==> src/rtl/ctrl_defs.sv <==
// rtl/ctrl_defs.sv - shared encodings for the multi-cycle control unit
// Holds state encodings, opcode constants, ALUop constants (also consumed by
// alu_control), alu_src_b / pc_source encodings and the instruction classes
// produced by ctrl_opcode_decode. No ports.
package ctrl_defs;

    typedef enum logic [3:0] {
        S_IDLE     = 4'd0,
        S_FETCH    = 4'd1,
        S_DECODE   = 4'd2,
        S_MEM_ADDR = 4'd3,
        S_MEM_RD   = 4'd4,
        S_MEM_WB   = 4'd5,
        S_MEM_WR   = 4'd6,
        S_R_EXEC   = 4'd7,
        S_R_WB     = 4'd8,
        S_I_EXEC   = 4'd9,
        S_I_WB     = 4'd10,
        S_BRANCH   = 4'd11,
        S_JUMP     = 4'd12,
        S_TRAP     = 4'd13
    } state_e;

    localparam logic [5:0] OP_RTYPE = 6'b000000;
    localparam logic [5:0] OP_LW    = 6'b100011;
    localparam logic [5:0] OP_SW    = 6'b101011;
    localparam logic [5:0] OP_ADDI  = 6'b001000;
    localparam logic [5:0] OP_ANDI  = 6'b001100;
    localparam logic [5:0] OP_ORI   = 6'b001101;
    localparam logic [5:0] OP_SLTI  = 6'b001010;
    localparam logic [5:0] OP_BEQ   = 6'b000100;
    localparam logic [5:0] OP_BNE   = 6'b000101;
    localparam logic [5:0] OP_J     = 6'b000010;

    localparam logic [2:0] ALUOP_ADD   = 3'b000;
    localparam logic [2:0] ALUOP_SUB   = 3'b001;
    localparam logic [2:0] ALUOP_AND   = 3'b100;
    localparam logic [2:0] ALUOP_OR    = 3'b101;
    localparam logic [2:0] ALUOP_SLT   = 3'b110;
    localparam logic [2:0] ALUOP_FUNCT = 3'b111;

    localparam logic [1:0] SRCB_RT      = 2'b00;
    localparam logic [1:0] SRCB_FOUR    = 2'b01;
    localparam logic [1:0] SRCB_IMM     = 2'b10;
    localparam logic [1:0] SRCB_IMM_SH2 = 2'b11;

    localparam logic [1:0] PCSRC_ALU    = 2'b00;
    localparam logic [1:0] PCSRC_ALUOUT = 2'b01;
    localparam logic [1:0] PCSRC_JUMP   = 2'b10;

    typedef enum logic [2:0] {
        CLS_R   = 3'd0,
        CLS_LW  = 3'd1,
        CLS_SW  = 3'd2,
        CLS_I   = 3'd3,
        CLS_BEQ = 3'd4,
        CLS_BNE = 3'd5,
        CLS_J   = 3'd6,
        CLS_ILL = 3'd7
    } instr_class_e;

endpackage

==> src/rtl/ctrl_opcode_decode.sv <==
// rtl/ctrl_opcode_decode.sv - combinational opcode to instruction class decoder
// Ports:
//   opcode  in  6  IR[31:26]
//   cls     out    instruction class (CLS_ILL for anything unsupported)
//   i_aluop out 3  ALUop for I-type arithmetic (add for non I-type opcodes)
module ctrl_opcode_decode
    import ctrl_defs::*;
(
    input  logic [5:0]   opcode,
    output instr_class_e cls,
    output logic [2:0]   i_aluop
);

    always_comb begin
        cls     = CLS_ILL;
        i_aluop = ALUOP_ADD;
        case (opcode)
            OP_RTYPE: cls = CLS_R;
            OP_LW:    cls = CLS_LW;
            OP_SW:    cls = CLS_SW;
            OP_ADDI:  cls = CLS_I;
            OP_ANDI: begin
                cls     = CLS_I;
                i_aluop = ALUOP_AND;
            end
            OP_ORI: begin
                cls     = CLS_I;
                i_aluop = ALUOP_OR;
            end
            OP_SLTI: begin
                cls     = CLS_I;
                i_aluop = ALUOP_SLT;
            end
            OP_BEQ:   cls = CLS_BEQ;
            OP_BNE:   cls = CLS_BNE;
            OP_J:     cls = CLS_J;
            default:  cls = CLS_ILL;
        endcase
    end

endmodule

==> src/rtl/multicycle_control_fsm.sv <==
// rtl/multicycle_control_fsm.sv - multi-cycle main control unit
// Sequences each instruction through fetch/decode/execute/mem/writeback and
// drives all datapath strobes plus ALUop for alu_control.
// Optional feature macro: PERF_CNT_EN (adds the retired-instruction counter
// and the retired port; CNT_W sets its width).
// Ports:
//   clk, rst_n (async, active-low)
//   opcode[5:0], zero, mem_ready                       inputs
//   pc_write, ir_write, iord, mem_read, mem_write,
//   reg_write, reg_dst, mem_to_reg, alu_src_a,
//   alu_src_b[1:0], pc_source[1:0], ALUop[2:0]         datapath controls
//   illegal                                            sticky unsupported-opcode flag
//   retired[CNT_W-1:0]                                 PERF_CNT_EN only
module multicycle_control_fsm
    import ctrl_defs::*;
#(
    parameter int CNT_W = 32
) (
    input  logic             clk,
    input  logic             rst_n,
    input  logic [5:0]       opcode,
    input  logic             zero,
    input  logic             mem_ready,
    output logic             pc_write,
    output logic             ir_write,
    output logic             iord,
    output logic             mem_read,
    output logic             mem_write,
    output logic             reg_write,
    output logic             reg_dst,
    output logic             mem_to_reg,
    output logic             alu_src_a,
    output logic [1:0]       alu_src_b,
    output logic [1:0]       pc_source,
    output logic [2:0]       ALUop,
    output logic             illegal
`ifdef PERF_CNT_EN
    ,
    output logic [CNT_W-1:0] retired
`endif
);

    state_e       state_q, state_d;
    logic         illegal_q, illegal_d;
    instr_class_e cls;
    logic [2:0]   i_aluop;

    ctrl_opcode_decode u_decode (
        .opcode  (opcode),
        .cls     (cls),
        .i_aluop (i_aluop)
    );

    always_ff @(posedge clk or negedge rst_n) begin
        if (!rst_n) begin
            state_q   <= S_IDLE;
            illegal_q <= 1'b0;
        end else begin
            state_q   <= state_d;
            illegal_q <= illegal_d;
        end
    end

    // Raised on the edge that enters TRAP; TRAP is only left through reset.
    assign illegal_d = illegal_q | (state_d == S_TRAP);
    assign illegal   = illegal_q;

    always_comb begin
        state_d    = state_q;
        pc_write   = 1'b0;
        ir_write   = 1'b0;
        iord       = 1'b0;
        mem_read   = 1'b0;
        mem_write  = 1'b0;
        reg_write  = 1'b0;
        reg_dst    = 1'b0;
        mem_to_reg = 1'b0;
        alu_src_a  = 1'b0;
        alu_src_b  = SRCB_RT;
        pc_source  = PCSRC_ALU;
        ALUop      = ALUOP_ADD;
        case (state_q)
            S_IDLE: state_d = S_FETCH;
            S_FETCH: begin
                // PC+4 is computed every fetch cycle, but PC and IR only load
                // in the cycle memory actually returns the instruction.
                mem_read  = 1'b1;
                alu_src_b = SRCB_FOUR;
                pc_source = PCSRC_ALU;
                ALUop     = ALUOP_ADD;
                if (mem_ready) begin
                    ir_write = 1'b1;
                    pc_write = 1'b1;
                    state_d  = S_DECODE;
                end
            end
            S_DECODE: begin
                // Speculative branch target into ALUOut.
                alu_src_b = SRCB_IMM_SH2;
                ALUop     = ALUOP_ADD;
                case (cls)
                    CLS_LW, CLS_SW:   state_d = S_MEM_ADDR;
                    CLS_R:            state_d = S_R_EXEC;
                    CLS_I:            state_d = S_I_EXEC;
                    CLS_BEQ, CLS_BNE: state_d = S_BRANCH;
                    CLS_J:            state_d = S_JUMP;
                    default:          state_d = S_TRAP;
                endcase
            end
            S_MEM_ADDR: begin
                alu_src_a = 1'b1;
                alu_src_b = SRCB_IMM;
                ALUop     = ALUOP_ADD;
                state_d   = (cls == CLS_SW) ? S_MEM_WR : S_MEM_RD;
            end
            S_MEM_RD: begin
                mem_read = 1'b1;
                iord     = 1'b1;
                if (mem_ready) state_d = S_MEM_WB;
            end
            S_MEM_WB: begin
                reg_write  = 1'b1;
                mem_to_reg = 1'b1;
                state_d    = S_FETCH;
            end
            S_MEM_WR: begin
                mem_write = 1'b1;
                iord      = 1'b1;
                if (mem_ready) state_d = S_FETCH;
            end
            S_R_EXEC: begin
                alu_src_a = 1'b1;
                alu_src_b = SRCB_RT;
                ALUop     = ALUOP_FUNCT;
                state_d   = S_R_WB;
            end
            S_R_WB: begin
                reg_write = 1'b1;
                reg_dst   = 1'b1;
                state_d   = S_FETCH;
            end
            S_I_EXEC: begin
                alu_src_a = 1'b1;
                alu_src_b = SRCB_IMM;
                ALUop     = i_aluop;
                state_d   = S_I_WB;
            end
            S_I_WB: begin
                reg_write = 1'b1;
                state_d   = S_FETCH;
            end
            S_BRANCH: begin
                alu_src_a = 1'b1;
                alu_src_b = SRCB_RT;
                ALUop     = ALUOP_SUB;
                pc_source = PCSRC_ALUOUT;
                pc_write  = (cls == CLS_BNE) ? ~zero : zero;
                state_d   = S_FETCH;
            end
            S_JUMP: begin
                pc_source = PCSRC_JUMP;
                pc_write  = 1'b1;
                state_d   = S_FETCH;
            end
            S_TRAP:  state_d = S_TRAP;
            default: state_d = S_IDLE;
        endcase
    end

`ifdef PERF_CNT_EN
    logic             retire;
    logic [CNT_W-1:0] retired_q, retired_d;

    // A retirement is the last cycle of an instruction, i.e. the cycle whose
    // exit edge returns the FSM to FETCH.
    always_comb begin
        retire = 1'b0;
        case (state_q)
            S_MEM_WB, S_R_WB, S_I_WB, S_BRANCH, S_JUMP: retire = 1'b1;
            S_MEM_WR: retire = mem_ready;
            default:  retire = 1'b0;
        endcase
        retired_d = retired_q + CNT_W'(retire);
    end

    always_ff @(posedge clk or negedge rst_n) begin
        if (!rst_n) retired_q <= '0;
        else        retired_q <= retired_d;
    end

    assign retired = retired_q;
`endif

endmodule

==> config.mk <==
export PLATFORM = sky130hd
export DESIGN_NAME = multicycle_control_fsm
export DESIGN_NICKNAME = d
export VERILOG_FILES = /design/src/rtl/ctrl_defs.sv /design/src/rtl/ctrl_opcode_decode.sv /design/src/rtl/multicycle_control_fsm.sv
export SDC_FILE = /design/constraint.sdc
export NUM_CORES = 1
export LEC_CHECK = 0
export CORE_UTILIZATION = 45
export CTS_CLUSTER_DIAMETER = 30
export CTS_CLUSTER_SIZE = 10
export DETAILED_ROUTE_END_ITERATION = 8
export GPL_TIMING_DRIVEN = 0
export PLACE_DENSITY = 0.83
export SETUP_SLACK_MARGIN = 0.02
export SYNTH_ARGS = -nofsm -noshare
export SYNTH_HDL_FRONTEND = slang
export SYNTH_HIERARCHICAL = 1
export SYNTH_SLANG_ARGS = --single-unit
==> constraint.sdc <==
create_clock -name clk -period 4.33 [get_ports clk]
set_input_delay 1.0825 -clock clk [delete_from_list [all_inputs] [get_ports clk]]
set_output_delay 1.0825 -clock clk [all_outputs]
set_load 0.005 [all_outputs]
==> out/results.tsv <==
stage	metric	value	unit
yosys	synth_flop_cell	dfrtp_1	
sta	finalClockSkew	0.002357	ns
clock_network	htree_levels	1	
setup_path	crit_slowest_cell	clkdlybuf4s50_1	
sta	whs	0.4681	ns
yosys	synth_area_leaders	dfrtp_1 (19%), nor2_1 (7.9%), nand2b_1 (5.6%)	
setup_path	critPathKind	input pin to primary output	
floorplan	die-area	1643	µm²
drt	drt_wl_total	1.669	mm
yosys	synth_top_cell_area_share	0.1873	
setup_path	cp_cell_sequence	dlygate4sd2_1 -> and4b_1 -> a21oi_1 -> or3_4 -> nand3b_1 -> xnor2_1 -> o2bb2ai_1 -> clkdlybuf4s50_1	
sta	fmax	241.1	MHz
clock_network	tritoncts	done	
yosys	synth_top_family_by_area	simple AND/OR/NAND/NOR gates	
finish	fin_area	975.9	µm²
run_status	run_status	completed	
drt	postRouteAntennaNets	0	
clock_network	cts_buffers	3	
drt	wl_per_cell	11.75	µm
sta	rsz0062_at_grt	no	
floorplan	core	1334	µm²
yosys	synth_edf_count	0	
yosys	synth_seq_area_share	0.1873	
floorplan	fp.dieH	40.53	µm
yosys	syn_area	668.1	µm²
finish	antenna_cells	0	
sta	relSlewSlack	0.7169	
finish	nets	138	
global_routing	grtUsageTotal	0.2386	
global_routing	overflow	0	
placed_design	dpl.hpwl	1.334	mm
drt	vias	789	
setup_path	path_max_fanout	8	
clock_network	cts_buffer_depth	2	
pwr	peakVddDrop	0.3653	mV
yosys	synth.area.mux_share	0	
yosys	synth_top_area_cell	dfrtp_1	
global_routing	grt_pass1_wl	2.573	mm
flow_run	maxCapViolCount	0	
drt	firstDrtPassIters	4	
pwr	p_per_area	501.2	nW/µm²
finish	synthToLayoutAreaGrowth	46.07	%
sta	timing.final.crit_period	4.147	ns
drt	route.detailed.drc	0	
clock_network	clkSinkCount	5	
clock_network	insertion_delay	0.24	ns
yosys	synthArstFlopShare	1.000	
sta	worst_slew_pin_slew	0.4139	ns
placed_design	postPlaceCellArea	947.2	µm²
yosys	yosys_warnings	6	
global_routing	grt_max_degree	11	
floorplan	fp-row-count	13	
yosys	synthSimpleGateAreaFrac	0.4345	
finish	final_cells	142	
sta	setup_viol	0	
yosys	synth-xor-area-share	0.03933	
floorplan	io_pins	27	
yosys	synth_fp_nets	107	
yosys	synthCells	97	
pwr	p_leak	0.3852	nW
drt	routed_via_density	5.556	
setup_path	critPathArrivalTime	3.06	ns
sta	finalHoldViolCount	0	
setup_path	critPathCaptureType	primary output	
yosys	synth_compound_area_frac	0.2753	
global_routing	grt_pass1_vias	618	
placed_design	preCtsSetupSlack	-0.1173	ns
placed_design	gp_congestion	0.7731	
clock_network	cts_root_buffer	clkbuf_4	
yosys	synth-seq-cells	5	
drt	drt_iter0_markers	14	
yosys	synth.distinct_cells	37	
sta	finalMaxSlewViolations	0	
setup_path	crit_path_start_kind	input pin	
global_routing	antenna_found_initial	0	
finish	drive_above_1_share	0.1102	
floorplan	dieWidth	40.53	µm
clock_network	post_cts_buffers	0	
setup_path	slowest_delay	0.51	ns
hold_path	hp-class	register to register	
clock_network	path_clk_slew	0.04	ns
setup_path	cp.required	3.25	ns
placed_design	portBuffers	26	
floorplan	start_util	0.5009	
yosys	avgSynthCellArea	6.888	µm²
placed_design	placed_cells	138	
clock_network	postCtsHoldBufs	0	
sta	fin_crit_sh	0.9577	
yosys	yosys.area_share.adder	0	
sta	timing.final.ws_setup	0.1832	ns
[report_power, final]
part	internal (mW)	total, mW	switching (mW)
Combinational	0.193	0.355	0.162
Clock	0.0347	0.0516	0.0169
Sequential	0.0654	0.0828	0.0174
[routing by layer]
layer	wire length, µm	global-route usage	vias to the layer above
li1	-	-	420
met1	753	0.2833	353
met2	838	0.3929	16
met3	77	0.04444	0
met4	0	0.1417	0
met5	0	0	-
[layout by cell type (no fill, tap or decap), types with 2 or more instances in the layout]
cell	synthesis	final
xnor2_1	3	3
buf_2	4	4
nor3_1	7	7
o21bai_1	2	2
clkdlybuf4s50_1	0	21
nand2_1	9	9
nand3b_1	2	2
o21ai_0	6	6
a21boi_0	3	3
dfrtp_1	5	5
a21oi_1	6	6
nor2_1	14	14
clkbuf_4	0	3
nor2b_1	4	4
dlygate4sd2_1	0	4
nand2b_1	6	6
a31oi_1	2	2
[kinds of logic (layout without fill, tap and decap cells)]
logic type      count (synthesis)  count (layout)
flops                           5               5
compound gates                 28              28
simple gates                   54              54
buf+inv                         7              37
xor+xnor                        3               3
[synth_stat cells (2+ instances only)]
library cell	instances
nand3b_1	2
a31oi_1	2
o21bai_1	2
xnor2_1	3
a21oi_1	6
nor2b_1	4
o21ai_0	6
nor3_1	7
or3_1	2
buf_2	4
dfrtp_1	5
nand2_1	9
nand2b_1	6
a21boi_0	3
nor2_1	14
[stage by stage]
stage               power (mW)    util  setup TNS (ns)
global placement        0.4342  0.7101        -0.08374
global route            0.5368  0.7317               0
detailed placement      0.4400  0.7101         -0.1173
CTS                     0.4940  0.7261               0
floorplan               0.2879       -               0
finish                  0.4891  0.7317               0
[state kept, by name, indices dropped and copies added, names as in the netlist]
register,count
illegal,1
state_q,4
[worst max-delay path, delay by kind of cell]
family | cells | cell delay (ns)
AO/OA/AOI/OAI | 2 | 0.18
buffers and inverters | 2 | 0.81
XOR/XNOR | 1 | 0.15
AND/OR/NAND/NOR | 3 | 0.84
[what timing repair did]
action | CTS | global route
gates resized for setup | 4 | 2
gates cloned | 0 | 0
setup endpoints to repair | 1 | 1
[worst paths after layout]
check | start | end | slack, ns | cells past startpoint
max | opcode[2] | pc_write | 0.18 | 8
max reg2reg | state_q[3] | illegal | 2.90 | 4
min in group asynchronous | rst_n | state_q[1] | 1.06 | 1
min reg2reg | illegal | illegal | 0.47 | 1
max in group asynchronous | rst_n | state_q[0] | 3.09 | 1
min | illegal | illegal | 0.47 | 1
[layout make-up]
cell class	instances	area, µm²
inverters	1	3.754
repair buffers	26	257.7
flip-flops and latches	5	125.1
well taps	15	18.77
clock buffers	4	26.28
plain buffers	6	38.79
fillers	121	357.8
multi-input cells	85	505.5
Note: power is estimated with default switching activity, not from simulation.
